<file path="src/rtl/branch_predictor.sv">
// Branch target buffer with 2-bit saturating direction counters and a mispredict counter.
// Optional gshare counter indexing is enabled by defining BRANCH_PREDICTOR_GSHARE_EN.
module branch_predictor #(
    parameter int unsigned XLEN    = 32,
    parameter int unsigned ENTRIES = 16,
    parameter int unsigned GHR_W   = 4,
    parameter int unsigned CNT_W   = 32
) (
    input  logic            clk,
    input  logic            reset,
    input  logic            flush_tbl,
    input  logic [XLEN-1:0] lk_pc,
    output logic            lk_hit,
    output logic            lk_taken,
    output logic [XLEN-1:0] lk_target,
    input  logic            up_valid,
    input  logic [XLEN-1:0] up_pc,
    input  logic            up_is_jump,
    input  logic            up_taken,
    input  logic [XLEN-1:0] up_target,
    input  logic            up_mispredict,
    output logic [CNT_W-1:0] mispredict_cnt
);

    localparam int unsigned IDX_W = $clog2(ENTRIES);
    localparam int unsigned TAG_W = XLEN - IDX_W - 2;

    logic [ENTRIES-1:0] valid_q, valid_d;
    logic [ENTRIES-1:0] jump_q, jump_d;
    logic [TAG_W-1:0]   tag_q    [ENTRIES];
    logic [TAG_W-1:0]   tag_d    [ENTRIES];
    logic [XLEN-1:0]    target_q [ENTRIES];
    logic [XLEN-1:0]    target_d [ENTRIES];
    logic [1:0]         ctr_q    [ENTRIES];
    logic [1:0]         ctr_d    [ENTRIES];
    logic [CNT_W-1:0]   cnt_q, cnt_d;

    logic [IDX_W-1:0] lk_idx, up_idx, lk_cidx, up_cidx;
    logic [TAG_W-1:0] lk_tag, up_tag;
    logic             up_hit;

    assign lk_idx = lk_pc[IDX_W+1:2];
    assign lk_tag = lk_pc[XLEN-1:IDX_W+2];
    assign up_idx = up_pc[IDX_W+1:2];
    assign up_tag = up_pc[XLEN-1:IDX_W+2];

`ifdef BRANCH_PREDICTOR_GSHARE_EN
    logic [GHR_W-1:0] ghr_q, ghr_d;

    // Direction counters are indexed by PC xor global history; BTB fields stay PC-indexed.
    assign lk_cidx = lk_idx ^ IDX_W'(ghr_q);
    assign up_cidx = up_idx ^ IDX_W'(ghr_q);

    always_comb begin
        ghr_d = ghr_q;
        if (up_valid && !up_is_jump) begin
            ghr_d = GHR_W'({ghr_q, up_taken});
        end
    end

    always_ff @(posedge clk or posedge reset) begin
        if (reset) begin
            ghr_q <= '0;
        end else begin
            ghr_q <= ghr_d;
        end
    end
`else
    assign lk_cidx = lk_idx;
    assign up_cidx = up_idx;
`endif

    logic unused_c;
    assign unused_c = ^{lk_pc[1:0], up_pc[1:0], 1'(GHR_W)};

    // Lookup sees only registered state, so same-cycle updates are not bypassed.
    always_comb begin
        lk_hit    = !reset && valid_q[lk_idx] && (tag_q[lk_idx] == lk_tag);
        lk_taken  = lk_hit && (jump_q[lk_idx] || ctr_q[lk_cidx][1]);
        lk_target = lk_hit ? target_q[lk_idx] : '0;
    end

    assign up_hit         = valid_q[up_idx] && (tag_q[up_idx] == up_tag);
    assign mispredict_cnt = cnt_q;

    // Table update; flush wins over a concurrent update.
    always_comb begin
        valid_d  = valid_q;
        jump_d   = jump_q;
        tag_d    = tag_q;
        target_d = target_q;
        ctr_d    = ctr_q;
        if (flush_tbl) begin
            valid_d = '0;
        end else if (up_valid) begin
            if (up_hit) begin
                if (up_taken) begin
                    if (ctr_q[up_cidx] != 2'd3) begin
                        ctr_d[up_cidx] = ctr_q[up_cidx] + 2'd1;
                    end
                    target_d[up_idx] = up_target;
                    jump_d[up_idx]   = up_is_jump;
                end else if (ctr_q[up_cidx] != 2'd0) begin
                    ctr_d[up_cidx] = ctr_q[up_cidx] - 2'd1;
                end
            end else if (up_taken) begin
                valid_d[up_idx]  = 1'b1;
                tag_d[up_idx]    = up_tag;
                target_d[up_idx] = up_target;
                jump_d[up_idx]   = up_is_jump;
                ctr_d[up_cidx]   = up_is_jump ? 2'd3 : 2'd2;
            end
        end
    end

    always_comb begin
        cnt_d = cnt_q;
        if (up_valid && up_mispredict && (cnt_q != '1)) begin
            cnt_d = cnt_q + CNT_W'(1);
        end
    end

    always_ff @(posedge clk or posedge reset) begin
        if (reset) begin
            valid_q <= '0;
            jump_q  <= '0;
            cnt_q   <= '0;
            for (int i = 0; i < int'(ENTRIES); i++) begin
                tag_q[i]    <= '0;
                target_q[i] <= '0;
                ctr_q[i]    <= 2'd1;
            end
        end else begin
            valid_q  <= valid_d;
            jump_q   <= jump_d;
            cnt_q    <= cnt_d;
            tag_q    <= tag_d;
            target_q <= target_d;
            ctr_q    <= ctr_d;
        end
    end

endmodule

</file>
<file path="config.mk">
export PLATFORM = sky130hd
export DESIGN_NAME = branch_predictor
export DESIGN_NICKNAME = d
export VERILOG_FILES = /design/src/rtl/branch_predictor.sv
export SDC_FILE = /design/constraint.sdc
export NUM_CORES = 2
export LEC_CHECK = 0
export CORE_MARGIN = 2
export CORE_UTILIZATION = 55
export CTS_BUF_LIST = sky130_fd_sc_hd__clkbuf_16
export DETAILED_ROUTE_END_ITERATION = 10
export PLACE_DENSITY = 0.83
export SLEW_MARGIN = 0
export SYNTH_ARGS = -nofsm -noshare
export SYNTH_HDL_FRONTEND = slang
export SYNTH_SLANG_ARGS = --single-unit
</file>
<file path="constraint.sdc">
create_clock -name clk -period 46.6 [get_ports clk]
set_clock_uncertainty 0.15 [all_clocks]
set_input_delay 9.32 -clock clk [delete_from_list [all_inputs] [get_ports clk]]
set_output_delay 9.32 -clock clk [all_outputs]
set_load 0.02 [all_outputs]
</file>
== Word-level counts from Yosys, hierarchy flattened ==
Index checks and enable logic that the tools add are counted.

* Word-level logic and storage cells: 136
* Input port bits: 103
* Flip-flop bits (word level): 1,024

* Add/sub/neg operators: 3
* Mux-type cells: 46
* Reductions and logical operators: 19
* $lt $le $gt $ge: 6
* Bitwise logic cells: 5
* Equal/unequal tests: 6

{| class="wikitable"
|+ Operators by type and width
! operator !! number
|-
| 512-bit bitwise mux || 1
|-
| 416-bit bitwise mux || 1
|-
| 32-bit two-way mux || 9
|-
| 26-bit binary-select mux with 4-bit select || 2
|-
| 26-bit two-way mux || 5
|-
| 32-bit binary-select mux with 4-bit select || 1
|-
| 32-bit demux with 4-bit select || 1
|-
| 26-bit demux with 4-bit select || 1
|-
| 32-bit bitwise mux || 3
|-
| 16-bit two-way mux || 4
|-
| 26-bit equality test || 2
|-
| 32-bit by 1-bit adder with 32-bit output, second input constant || 1
|-
| 32-bit != test, second input constant || 1
|-
| 2-bit binary-select mux with 4-bit select || 2
|-
| 16-bit bitwise mux || 1
|-
| 16-bit OR || 1
|-
| 1-bit binary-select mux with 4-bit select || 3
|-
| 5-bit greater-or-equal comparator, second input constant || 2
|-
| 4-bit by 5-bit < comparator with 1-bit output, second input constant || 2
|-
| 2-bit two-way mux || 5
|-
| 4-bit NOT with 5-bit output || 2
|-
| 2-bit nonzero test || 5
|-
| 2-bit demux with 4-bit select || 1
|-
| 1-bit logical AND || 8
|-
| 14 further kinds || 21
|}

== Longest topological paths before layout ==
* Depth in word-level cells: 9
* Gate-level depth with buffers: 16
* Mapped depth without buffers: 9

== Worst setup path before layout ==
Ideal clock, no wire load.

* Path type: input -> output
* Start point: in reset
* End point: out lk_taken
* Path buffers: 1
* Slack: 4.178 ns
* Stages on the path: 6
* Arrival time: 32.952 ns
* Required time: 37.130 ns
* Cell sequence: inv_1 nand4_1 nor4_1 clkbuf_1 nand2_1 nor2_1

* Longest elaborated chain between the ends: 4

{| class="wikitable"
|+ RTL lines
! item !! RTL line !! text
|-
| from (decl) || 10 || <nowiki>input logic reset,</nowiki>
|-
| 1-bit zero test (no line) || n/a ||
|-
| 1-bit logical AND (2 in series) || 78 || <nowiki>lk_hit = !reset && valid_q[lk_idx] && (tag_q[lk_idx] == lk_tag);</nowiki>
|-
| 1-bit logical AND || 79 || <nowiki>lk_taken = lk_hit && (jump_q[lk_idx] || ctr_q[lk_cidx][1]);</nowiki>
|-
| to (decl) || 14 || <nowiki>output logic lk_taken,</nowiki>
|}

Every way passes these cells.

== Worst setup path after layout ==
* Start point: in lk_pc[4]
* End point: out lk_target[27]

* Longest elaborated chain between the ends: 7

{| class="wikitable"
|+ RTL lines
! item !! RTL line !! text
|-
| from (decl) || 12 || <nowiki>input logic [XLEN-1:0] lk_pc,</nowiki>
|-
| 4-bit NOT with 5-bit output (implied by the code) || 78, 80 ||
|-
| 26-bit binary-select mux with 4-bit select || 78 ||
|-
| 26-bit two-way mux (implied by the code) (2 in series) || 78 ||
|-
| 26-bit equality test || 78 ||
|-
| 1-bit logical AND || 78 ||
|-
| 32-bit two-way mux (*) || 80 || <nowiki>lk_target = lk_hit ? target_q[lk_idx] : '0;</nowiki>
|-
| to (decl) || 15 || <nowiki>output logic [XLEN-1:0] lk_target,</nowiki>
|}

Every way passes the cells marked *; elsewhere a longest branch is shown, timed or not. The select of a mux whose other input is x is not followed.

==> impl_metrics.toml <==
[grt]
grt_max_degree = 193
grtUsageTotal_pct = 27.7
grt_use_met1_pct = 38.3
grt_first_pass_wirelength_um = 201000
top_usage_layer = "met2"
grt_util_met2_pct = 44.2
antenna_found_initial = 11
grt_overflow = 0
use_met3_pct = 5.63
first_global_vias = 32680

[clock_tree]
cts_hold_buf = 0
cts_tree = "done"
cts.path.max_buffers = 3
clock-sinks = 1024
clk_pin_slew_ps = 60
insertion_delay_ps = 710
cts_root_buffer = "clkbuf_16"
post-cts-setup-buffer-count = 0
cts_resized = 0
numCtsBuffers = 107
h-tree-depth = 3

[floorplanning]
rows = 112
die-area_um2 = 95700
fp.dieH_um = 309
num_io_pins = 169
start_util_pct = 55.2
chipWidth_um = 309
fp.coreArea_um2 = 92900

[setup_path]
path_cells = "buf_8 > buf_4 > buf_4 > mux4_2 > mux2i_1 > a21oi_1 > xnor2_1 > nand4_1 > nor4_2 > buf_4 > and3_1 > clkdlybuf4s50_1"
critPathLaunchType = "primary input"
r2r_setup_slack_ps = 41310
startpoint = "lk_pc[4]"
timing.rr.start = "tag_q[3]"
worstPathRequired_ps = 37130
critPathMostFrequentCell = "buf_4"
r2r_end = "tag_q[251]"
crit_end = "lk_target[27]"
critPathMaxStageDelay_ps = 900
critPathTopFamily = "buffers and inverters"
cp_slowest_cell = "buf_4"
worst-path-stages = 12
cp_data_arrival_time_ps = 14950
critical_path_class = "in2out"
cp-end-kind = "output pin"
critPathMaxFanout = 66
r2r_cells = 10
cp_num_buf_inv = 5

[yosys]
syn_nets = 3464
synth_edf_count = 0
yosys.cell_types.count = 76
syn_area_per_cell_um2 = 15.3
synth_top_family_by_area = "multiplexers"
synth_common_cells = "dfrtp_1, mux2_2, mux4_2"
synth_most_common_cell = "dfrtp_1"
netlist_area_um2 = 51300
synthCells = 3358
ys_warn_count = 0
synth_compound_area_share_pct = 2.08
synthXorXnorAreaFrac_pct = 1.47
yosys-top-cells-area = "dfrtp_1, mux2_2, mux4_2"
synth_largest_area_cell = "dfrtp_1"
synth_top_area_share_pct = 49.2
synthMuxAreaShare_pct = 39.8
yosys.area_share.simple_pct = 3.38
ys_seq_area_share_pct = 50.0
synth-seq-cells = 1024
synthFlopType = "dfrtp_1"
ys_async_sr_fraction_pct = 100
synthAdderAreaFrac_pct = 0.0732

[sta]
setup_ws_ps = 22180
final.setup.tns_ps = 0
finalCriticalPeriod_ps = 24420
rsz0062_at_grt = "false"
slew_headroom_pct = 14.9
max_slew.worst_pin.slew_ps = 1270
maxSlewViolCount = 0
finalCritPeriodShare_pct = 52.4
fin_hold_ws_ps = 347
fmax_mhz = 40.9
hold_viol = 0
setup-violations-final = 0

[detailed_routing]
avgViaCountPerCell = 6.58
detail-route-antenna-nets = 0
wl_um = 130000
num_vias = 31038
wl_per_cell_um = 27.6
route.detailed.drc = 0
dr.pass1.iters = 5
first_iter_violations = 3257

[power]
p_leak_uw = 0.0257
total_power_uw = 2280
powerDensity_nw_per_um2 = 40.0
irDropWorstVdd_uv = 35.3

[finish]
layout.area.seq_um2 = 25600
multiInputGateArea_um2 = 24100
fin_area_um2 = 57000
layout.nets = 3472
fill_cells = 6624
layout-drive-gt1-share_pct = 46.3
syn_to_final_growth_pct = 11.1

[hold_path]
hold_path_class = "reg2reg"
min_path_cells = 1

[placed_design]
hpwl_um = 71800
place.gp.congestion = 0.857
numPortBuffers = 164
pre_cts_ws_ps = 22240
placed_area_um2 = 53500

[run_status]
status = "finished clean"

[flow_run]
drv_cap = 0
[metal layers]
layer  part of all wire [%]  up-vias  wire length, µm
met4                    3.5       16             4500
li1                       -    12786                -
met1                     41    16648            53000
met5                  0.089        -              116
met2                     48     1278            62700
met3                    7.6      310             9850
[state kept, by name (all words and copies together), names as in the netlist]
| signal | flops |
|---|---|
| jump_q | 16 |
| mispredict_cnt | 32 |
| target_q | 512 |
| valid_q | 16 |
| tag_q | 416 |
| ctr_q | 32 |
[final cells by class]
cell class	instances	area share, %
Clock buffer	107	4.70
Antenna cell	6	0.0264
Sequential cell	1024	45.0
Timing Repair Buffer	210	3.60
Multi-Input combinational cell	2000	42.3
Inverter	23	0.165
Tap cell	1254	2.75
Clock inverter	96	1.45
[power by group]
group | switching (µW) | total (µW) | internal [µW]
Combinational | 145 | 346 | 201
Clock | 370 | 851 | 481
Sequential | 73.8 | 1080 | 1010
[kinds of logic after synthesis]
kind of cell,Yosys count
AO/OA/AOI/OAI,152
adder cells (fa/ha/maj),3
multiplexers,1456
XOR/XNOR,86
flip-flops,1024
buffers and inverters,334
AND/OR/NAND/NOR,303
[worst min-delay path by stage]
stage,from,to
3_3_place_gp,target_q[103],target_q[103]
5_1_grt,target_q[385],target_q[385]
4_1_cts,mispredict_cnt[7],mispredict_cnt[7]
2_1_floorplan,valid_q[13],valid_q[13]
3_5_place_dp,target_q[385],target_q[385]
6_report,mispredict_cnt[7],mispredict_cnt[7]
[worst register-to-register path: stages, from the launching register on]
cell	delay [ps]
dfrtp_1	390
mux4_2	520
nand3_1	110
o21ai_0	170
a32oi_1	350
nand4_1	190
a211oi_2	1060
nand3_4	620
nand3_2	820
buf_4	380
mux2_2	380
[stage by stage]
step | instances | util, %
after floorplan | 3358 | -
after global placement | 4511 | 57.5
after detailed placement | 4511 | 57.5
after CTS | 4714 | 61.3
after global routing | 4715 | 61.3
final | 4720 | 61.3
[layout by cell type, fill, tap and decap left out, types with 20 or more instances in the layout]
cell type / netlist / routed
nand4_1: 35 / 35
and3_1: 39 / 39
mux2_2: 964 / 964
nand2_1: 45 / 38
buf_4: 22 / 44
clkinv_1: 0 / 23
clkbuf_16: 0 / 107
clkinv_2: 0 / 27
a21oi_1: 24 / 24
dfrtp_1: 1008 / 1008
mux2i_1: 104 / 104
inv_1: 23 / 44
xnor2_1: 66 / 66
xor2_1: 20 / 20
o21ai_0: 25 / 25
mux4_2: 365 / 365
nor2_1: 54 / 51
nor3_1: 33 / 30
a22oi_1: 22 / 22
mux2_1: 21 / 21
clkdlybuf4s50_1: 0 / 157
No activity file was read; power rests on OpenSTA's default activity.
